$ cat src/rtl/oric_mem_pkg.sv
// rtl/oric_mem_pkg.sv - shared types and constants for the Oric RAM to SDRAM bridge
//
// Provides the bridge FSM state enum, the latched request record (req_t),
// the byte-lane encodings and the ROM window tag, plus a lane-select helper.
package oric_mem_pkg;

    typedef enum logic [1:0] {
        SYNC  = 2'd0,
        IDLE  = 2'd1,
        WAIT  = 2'd2,
        ISSUE = 2'd3
    } state_t;

    typedef struct packed {
        logic [15:0] a;
        logic        we;
        logic [1:0]  ds;
        logic [7:0]  d;
    } req_t;

    localparam logic [1:0] DS_LO   = 2'b01;
    localparam logic [1:0] DS_HI   = 2'b10;
    localparam logic [1:0] DS_RD   = 2'b11;
    localparam logic [1:0] ROM_WIN = 2'b11;

    // A write touches only the lane that holds the addressed byte; reads fetch the whole word.
    function automatic logic [1:0] lane_ds(input logic we, input logic a0);
        if (!we) begin
            return DS_RD;
        end
        return a0 ? DS_HI : DS_LO;
    endfunction

endpackage

$ cat src/rtl/oric_strobe_sync.sv
// rtl/oric_strobe_sync.sv - strobe synchroniser and access trigger detector
//
// Ports:
//   clk, res_n          clock, asynchronous active-low reset
//   cpu_ad/cpu_d        core address and write data (synchronised alongside the strobes)
//   cpu_cs/oe/we        core strobes
//   trig                one-cycle pulse: a new access must be forwarded
//   trig_req            request record captured from the synchronised inputs
//   excl_rd             a read of the excluded ROM window is in progress
module oric_strobe_sync
    import oric_mem_pkg::*;
#(
    parameter int ROM_EXCLUDE = 1,
    parameter int SYNC_STAGES = 2
) (
    input  logic        clk,
    input  logic        res_n,
    input  logic [15:0] cpu_ad,
    input  logic [7:0]  cpu_d,
    input  logic        cpu_cs,
    input  logic        cpu_oe,
    input  logic        cpu_we,
    output logic        trig,
    output req_t        trig_req,
    output logic        excl_rd
);

    logic [SYNC_STAGES-1:0] cs_q, cs_d;
    logic [SYNC_STAGES-1:0] oe_q, oe_d;
    logic [SYNC_STAGES-1:0] we_q, we_d;
    logic [15:0]            ad_q [SYNC_STAGES];
    logic [15:0]            ad_d [SYNC_STAGES];
    logic [7:0]             dd_q [SYNC_STAGES];
    logic [7:0]             dd_d [SYNC_STAGES];

    logic        o_rd_q, o_rd_d;
    logic        o_wr_q, o_wr_d;
    logic [15:0] o_ad_q, o_ad_d;

    logic        s_cs, s_oe, s_we;
    logic [15:0] s_ad;
    logic [7:0]  s_d;
    logic        rom, sel, rd, wr;

    always_comb begin
        cs_d[0] = cpu_cs;
        oe_d[0] = cpu_oe;
        we_d[0] = cpu_we;
        ad_d[0] = cpu_ad;
        dd_d[0] = cpu_d;
        for (int i = 1; i < SYNC_STAGES; i++) begin
            cs_d[i] = cs_q[i-1];
            oe_d[i] = oe_q[i-1];
            we_d[i] = we_q[i-1];
            ad_d[i] = ad_q[i-1];
            dd_d[i] = dd_q[i-1];
        end

        s_cs = cs_q[SYNC_STAGES-1];
        s_oe = oe_q[SYNC_STAGES-1];
        s_we = we_q[SYNC_STAGES-1];
        s_ad = ad_q[SYNC_STAGES-1];
        s_d  = dd_q[SYNC_STAGES-1];

        rom = (ROM_EXCLUDE != 0) && (s_ad[15:14] == ROM_WIN);
        sel = s_cs & ~rom;
        rd  = sel & s_oe;
        wr  = sel & s_we;

        o_rd_d = rd;
        o_wr_d = wr;
        o_ad_d = s_ad;

        // A held read strobe re-triggers whenever the core moves the address under it.
        trig = (rd & ~o_rd_q) | (wr & ~o_wr_q) | (rd & (s_ad != o_ad_q));

        trig_req.a  = s_ad;
        trig_req.we = wr;
        trig_req.ds = lane_ds(wr, s_ad[0]);
        trig_req.d  = s_d;

        excl_rd = s_cs & s_oe & rom;
    end

    always_ff @(posedge clk or negedge res_n) begin
        if (!res_n) begin
            cs_q   <= '0;
            oe_q   <= '0;
            we_q   <= '0;
            ad_q   <= '{default: '0};
            dd_q   <= '{default: '0};
            o_rd_q <= 1'b0;
            o_wr_q <= 1'b0;
            o_ad_q <= '0;
        end else begin
            cs_q   <= cs_d;
            oe_q   <= oe_d;
            we_q   <= we_d;
            ad_q   <= ad_d;
            dd_q   <= dd_d;
            o_rd_q <= o_rd_d;
            o_wr_q <= o_wr_d;
            o_ad_q <= o_ad_d;
        end
    end

endmodule

$ cat src/rtl/oric_sdram_bridge.sv
// rtl/oric_sdram_bridge.sv - Oric core RAM strobes to SDRAM toggle-handshake port
//
// Ports:
//   clk, res_n                 SDRAM-domain clock, asynchronous active-low reset
//   cpu_ad/cpu_d/cpu_cs/oe/we  core RAM interface; cpu_q returns the read byte
//   port_req/port_ack          toggle handshake with the SDRAM controller port
//   port_a/ds/we/d             latched request; port_q is the returned read word
//   busy                       request outstanding or pending
//   overrun                    sticky: an access was dropped
module oric_sdram_bridge
    import oric_mem_pkg::*;
#(
    parameter int ROM_EXCLUDE = 1,
    parameter int SYNC_STAGES = 2
) (
    input  logic        clk,
    input  logic        res_n,
    input  logic [15:0] cpu_ad,
    input  logic [7:0]  cpu_d,
    input  logic        cpu_cs,
    input  logic        cpu_oe,
    input  logic        cpu_we,
    output logic [7:0]  cpu_q,
    output logic        port_req,
    input  logic        port_ack,
    output logic [15:0] port_a,
    output logic [1:0]  port_ds,
    output logic        port_we,
    output logic [15:0] port_d,
    input  logic [15:0] port_q,
    output logic        busy,
    output logic        overrun
);

    localparam req_t REQ_RESET = '{a: 16'h0000, we: 1'b0, ds: DS_RD, d: 8'h00};

    logic   trig;
    req_t   trig_req;
    logic   excl_rd;

    state_t     state_q, state_d;
    logic       port_req_q, port_req_d;
    req_t       req_q, req_d;
    req_t       pend_q, pend_d;
    logic       pend_v_q, pend_v_d;
    logic       overrun_q, overrun_d;
    logic [7:0] cpu_q_q, cpu_q_d;
    logic       pend_v_eff;
    logic       acked;

    oric_strobe_sync #(
        .ROM_EXCLUDE (ROM_EXCLUDE),
        .SYNC_STAGES (SYNC_STAGES)
    ) u_sync (
        .clk      (clk),
        .res_n    (res_n),
        .cpu_ad   (cpu_ad),
        .cpu_d    (cpu_d),
        .cpu_cs   (cpu_cs),
        .cpu_oe   (cpu_oe),
        .cpu_we   (cpu_we),
        .trig     (trig),
        .trig_req (trig_req),
        .excl_rd  (excl_rd)
    );

    always_comb begin
        state_d    = state_q;
        port_req_d = port_req_q;
        req_d      = req_q;
        pend_d     = pend_q;
        pend_v_d   = pend_v_q;
        overrun_d  = overrun_q;
        cpu_q_d    = cpu_q_q;
        pend_v_eff = pend_v_q;
        acked      = (port_ack == port_req_q);

        if (excl_rd) begin
            cpu_q_d = 8'h00;
        end

        case (state_q)
            SYNC: begin
                // Adopt the controller's ack phase so the first real toggle is the first request.
                if (port_ack != port_req_q) begin
                    port_req_d = port_ack;
                end
                state_d = IDLE;
            end
            IDLE: begin
                if (trig) begin
                    req_d      = trig_req;
                    port_req_d = ~port_req_q;
                    state_d    = WAIT;
                end
            end
            WAIT: begin
                if (acked && !req_q.we) begin
                    cpu_q_d = req_q.a[0] ? port_q[15:8] : port_q[7:0];
                end
            end
            ISSUE: begin
                req_d      = pend_q;
                port_req_d = ~port_req_q;
                pend_v_d   = 1'b0;
                pend_v_eff = 1'b0;
                state_d    = WAIT;
            end
            default: begin
                state_d = SYNC;
            end
        endcase

        // While a request is in flight new accesses go to the single pending slot.
        // A queued write must never be lost, so it blocks; a queued read is superseded.
        if (trig && (state_q == WAIT || state_q == ISSUE)) begin
            if (!pend_v_eff || !pend_q.we) begin
                pend_d   = trig_req;
                pend_v_d = 1'b1;
            end else begin
                overrun_d = 1'b1;
            end
        end

        // Decided after the slot update so a trigger landing on the ack cycle is issued next.
        if (state_q == WAIT && acked) begin
            state_d = pend_v_d ? ISSUE : IDLE;
        end
    end

    always_ff @(posedge clk or negedge res_n) begin
        if (!res_n) begin
            state_q    <= SYNC;
            port_req_q <= 1'b0;
            req_q      <= REQ_RESET;
            pend_q     <= REQ_RESET;
            pend_v_q   <= 1'b0;
            overrun_q  <= 1'b0;
            cpu_q_q    <= 8'h00;
        end else begin
            state_q    <= state_d;
            port_req_q <= port_req_d;
            req_q      <= req_d;
            pend_q     <= pend_d;
            pend_v_q   <= pend_v_d;
            overrun_q  <= overrun_d;
            cpu_q_q    <= cpu_q_d;
        end
    end

    assign port_req = port_req_q;
    assign port_a   = req_q.a;
    assign port_ds  = req_q.ds;
    assign port_we  = req_q.we;
    assign port_d   = {req_q.d, req_q.d};
    assign cpu_q    = cpu_q_q;
    assign overrun  = overrun_q;
    assign busy     = (state_q != IDLE && state_q != SYNC) | pend_v_q;

endmodule

$ cat config.mk
export PLATFORM = sky130hd
export DESIGN_NAME = oric_sdram_bridge
export DESIGN_NICKNAME = d
export VERILOG_FILES = /design/src/rtl/oric_mem_pkg.sv /design/src/rtl/oric_strobe_sync.sv /design/src/rtl/oric_sdram_bridge.sv
export SDC_FILE = /design/constraint.sdc
export NUM_CORES = 1
export LEC_CHECK = 0
export ABC_AREA = 1
export CORE_MARGIN = 8
export CORE_UTILIZATION = 40
export CTS_CLUSTER_DIAMETER = 120
export DETAILED_ROUTE_END_ITERATION = 6
export HOLD_SLACK_MARGIN = 0.02
export PLACE_DENSITY = 0.72
export SLEW_MARGIN = 20
export SYNTH_ARGS = -nofsm -noshare
export SYNTH_HDL_FRONTEND = slang
export SYNTH_SLANG_ARGS = --single-unit
$ cat constraint.sdc
create_clock -name clk -period 1.82 [get_ports clk]
set_input_delay 0.364 -clock clk [delete_from_list [all_inputs] [get_ports clk]]
set_output_delay 0.364 -clock clk [all_outputs]
set_load 0.05 [all_outputs]
==> metrics.md <==
| Metric | Value |
|---|---|
| Max Root-Sink Buffers | `2` |
| Met3 layer usage reported by global route | `0.0412` |
| Number of H-tree levels | `4` |
| DRT Wirelength | `13000 µm` |
| Detailed-route via count | `4302` |
| Syn Area/Cell | `9.31 µm²` |
| Clock Root Buffer | `clkbuf_16` |
| WP data arrival | `1.37 ns` |
| Clock Sinks | `139` |
| Final setup margin | `0.0895 ns` |
| Met2 usage | `0.220` |
| CP delay by family, top | `flip-flops` |
| Overall routing resource usage | `0.150` |
| Worst-margin pin slew | `0.509 ns` |
| Post-synth top cells | `224 x nand2_1, 135 x dfrtp_1, 38 x nand3_1` |
| Final Skew | `0.00796 ns` |
| Die H | `135 µm` |
| Place WS | `0.00167 ns` |
| First-pass GRT wire length | `21700 µm` |
| WL/cell | `14.5 µm` |
| Leak pwr | `3.73 nW` |
| Number of diodes | `0` |
| CP Launch Type | `flop` |
| Max-cap viol count | `0` |
| Comb pwr share | `0.395` |
| Sequential-to-total area share from yosys stat | `0.620` |
| Hold path cells | `0` |
| Vias in the first global route | `4381` |
| Final hold viol count | `0` |
| Yosys warnings | `0` |
| Final RePlAce weighted congestion | `0.817` |
| Most common cell in the netlist | `nand2_1` |
| Met1 usage | `0.203` |
| Synth area leader | `dfrtp_1` |
| Worst-Skew Late Latency | `0.42 ns` |
| Synth cell types | `28` |
| Pwr per Cell Area | `1810 nW/µm²` |
| Minimum clock period | `1.73 ns` |
| Number of flops mapped to enable cells by yosys | `0` |
| Number of nets in the layout | `751` |
| Clock share of power | `0.270` |
| DRC viols | `0` |
| Final setup violation count | `0` |
| CORE AREA | `13800 µm²` |
| Placed Cells | `858` |
| Hold endpoint | `u_sync.s_d[4]$_DFF_PN0_` |
| Tot Pwr | `13.3 mW` |
| Post-Syn Nets | `650` |
| Crit Path Category | `flop to output pin` |
| Largest net degree at the start of global routing | `53` |
| Req. time, crit path | `1.46 ns` |
| IO Port Bufs | `91` |
| Max Fclk | `578 MHz` |
| CTS tree | `done` |
| Int Pwr | `7.92 mW` |
| DR iter-0 viols | `287` |
| Worst hold slack | `0.344 ns` |
| Cts bufs inserted | `17` |
| Post-Syn Area | `5620 µm²` |
| Worst rel slew slack | `0.660` |
| Congestion Overflow GR | `0` |
| Die ar. | `18100 µm²` |
| 1st-pass router iterations | `5` |
| Hold Crit Class | `flop to flop` |
| Mapped Cells | `604` |
| Fin crit share | `0.951` |
| Run status | `finished clean` |
| Proportion of layout cells with a drive suffix above 1 | `0.208` |
| Critical R2R Launch | `u_sync.o_ad_d[10]$_DFF_PN0_` |
| Crit-path slowest cell | `dfrtp_1` |
| Vias/cell | `4.79` |
| Sequential share of power | `0.335` |
| Initial core utilization | `0.407` |
| Dpl hpwl | `9140 µm` |
| Reg-to-reg endpoint | `state_q[1]$_DFFE_PN0P_` |
| Clock slew at reported path FFs | `0.06 ns` |
| Core Rows | `43` |
| Crit path buffers/inverters | `2` |
| Critical-path cell list | `buf_4, or2_4, buf_12` |
| Switching Fraction | `0.405` |
| Hold_sp | `u_sync.dd_d[4]$_DFF_PN0_` |
| Fin cells | `898` |
| Initial antenna violation count | `0` |
| Worst vdd ir | `0.595 mV` |
| Synth top area cells | `dfrtp_1 60%, nand2_1 15%, nand3_1 3.4%` |
| # IOs | `92` |
| P_sw | `5.39 mW` |
| Final core occ | `0.533` |
| FFs w/ async S/R, synth | `1.00` |
| Post-route ant nets | `0` |
| CP Capture Type | `output pin` |
| Die X | `135 µm` |
| Share of the synthesized area in the top cell type | `0.601` |
| Max incr delay on CP | `0.37 ns` |
| Main flop type after synthesis | `dfrtp_1` |
| Slew Viols, Final | `0` |
| Internal reg-to-reg setup slack | `0.13 ns` |
| CP Max Fanout | `7` |
| Area delta synth->final | `31.2%` |
| Post-synthesis register bit count | `139` |
| Busiest layer in global routing | `met2` |
| Reg2Reg Depth | `12` |
[logic make-up after synthesis]
group	count (synthesis)	synth area share
compound gates	32	0.0325
xor+xnor	1	0.00156
buf+inv	79	0.0641
flops	139	0.620
mux	1	0.00178
simple gates	352	0.280
[how the worst max path moves through the flow]
stage                                start                endpoint  depth (start not counted)
2_1_floorplan         port_req$_DFFE_PN0P_      cpu_q[0]$_DFF_PN0_                          7
3_3_place_gp   u_sync.o_ad_d[13]$_DFF_PN0_   port_a[2]$_DFFE_PN0P_                         11
3_5_place_dp   u_sync.o_ad_d[13]$_DFF_PN0_   port_d[5]$_DFFE_PN0P_                         11
4_1_cts        u_sync.o_ad_d[13]$_DFF_PN0_   pend_q[4]$_DFFE_PN0P_                         11
5_1_grt         u_sync.o_ad_d[8]$_DFF_PN0_  state_q[1]$_DFFE_PN0P_                         12
6_report            state_q[1]$_DFFE_PN0P_                    busy                          3
[layout make-up]
type                            instances  area [µm²]
Clock inverter                          9         135
Sequential cell                       139        3490
Timing Repair Buffer                  114        1030
Inverter                               46         173
Tap cell                              180         225
Fill cell                            1215        6450
Multi-Input combinational cell        387        1830
Clock buffer                           23         498
[layout by cell type, fill, tap and decap left out, drive strengths merged, types with 2 or more instances in the layout]
cell	count
nand2	241
dfrtp	135
buf	69
inv	46
clkdlybuf4s50	44
nor2	41
nand3	40
nand4	29
clkbuf	23
o21ai	22
o31ai	7
dfstp	4
bufinv	3
clkinvlp	3
clkinv	3
a31oi	2
[per-layer routing]
layer  vias up  wire (µm)  part of all wire
met5         -          0                 0
met4         0        221             0.017
met3        17        792             0.061
met2       146       5860              0.45
met1      2025       6130              0.47
li1       2114          -                 -
[power groups by stage]
| stage | logic (mW) | clock network [mW] | registers (mW) |
|---|---|---|---|
| 3_5_place_dp | 5.15 | 0 | 4.52 |
| 3_3_place_gp | 5.05 | 0 | 4.49 |
| 4_1_cts | 5.26 | 3.65 | 4.46 |
| 6_report | 5.26 | 3.59 | 4.46 |
| 5_1_grt | 5.71 | 3.80 | 4.57 |
| 2_1_floorplan | 2.53 | 0 | 5.65 |
[worst register-to-register path: stages (launching register included)]
cell,delay [ns]
dfrtp_1,0.44
inv_2,0.06
nand2_1,0.08
nand2_1,0.07
nor2_2,0.11
nand2_2,0.07
nor2_4,0.14
nand3_4,0.09
buf_4,0.18
nand2_1,0.09
nand2_2,0.08
nand2_1,0.12
nand2_1,0.06
[metrics by stage]
stage / cell area, µm² / setup TNS (ns)
floorplan: 5620 / 0
finish: 7370 / 0
CTS: 7300 / 0
global route: 7370 / -0.0421
global placement: 6630 / 0
detailed placement: 6630 / 0
[state kept, by name, indices dropped and copies added (netlist names)]
signal / cells
u_sync.dd_d: 8
u_sync.ad_d: 16
u_sync.o_ad_q: 16
overrun: 1
u_sync.oe_q: 2
cpu_q: 8
pend_q: 27
u_sync.we_q: 2
state_q: 2
port_d: 8
u_sync.o_rd_q: 1
port_we: 1
pend_v_q: 1
u_sync.o_ad_d: 16
u_sync.o_wr_q: 1
port_ds: 2
u_sync.cs_q: 2
port_a: 16
port_req: 1
u_sync.s_d: 8
[repair_timing]
| item | 4_1_cts | 5_1_grt |
|---|---|---|
| hold buffers | 1 | 0 |
| setup buffers | 1 | 5 |
| endpoints found under the hold margin | 42 | 0 |
| resized for setup | 3 | 12 |
| setup endpoints to repair | 8 | 56 |
| cloned | 1 | 0 |
| pin swaps | 0 | 5 |
Power figures use the tool's default switching activity.
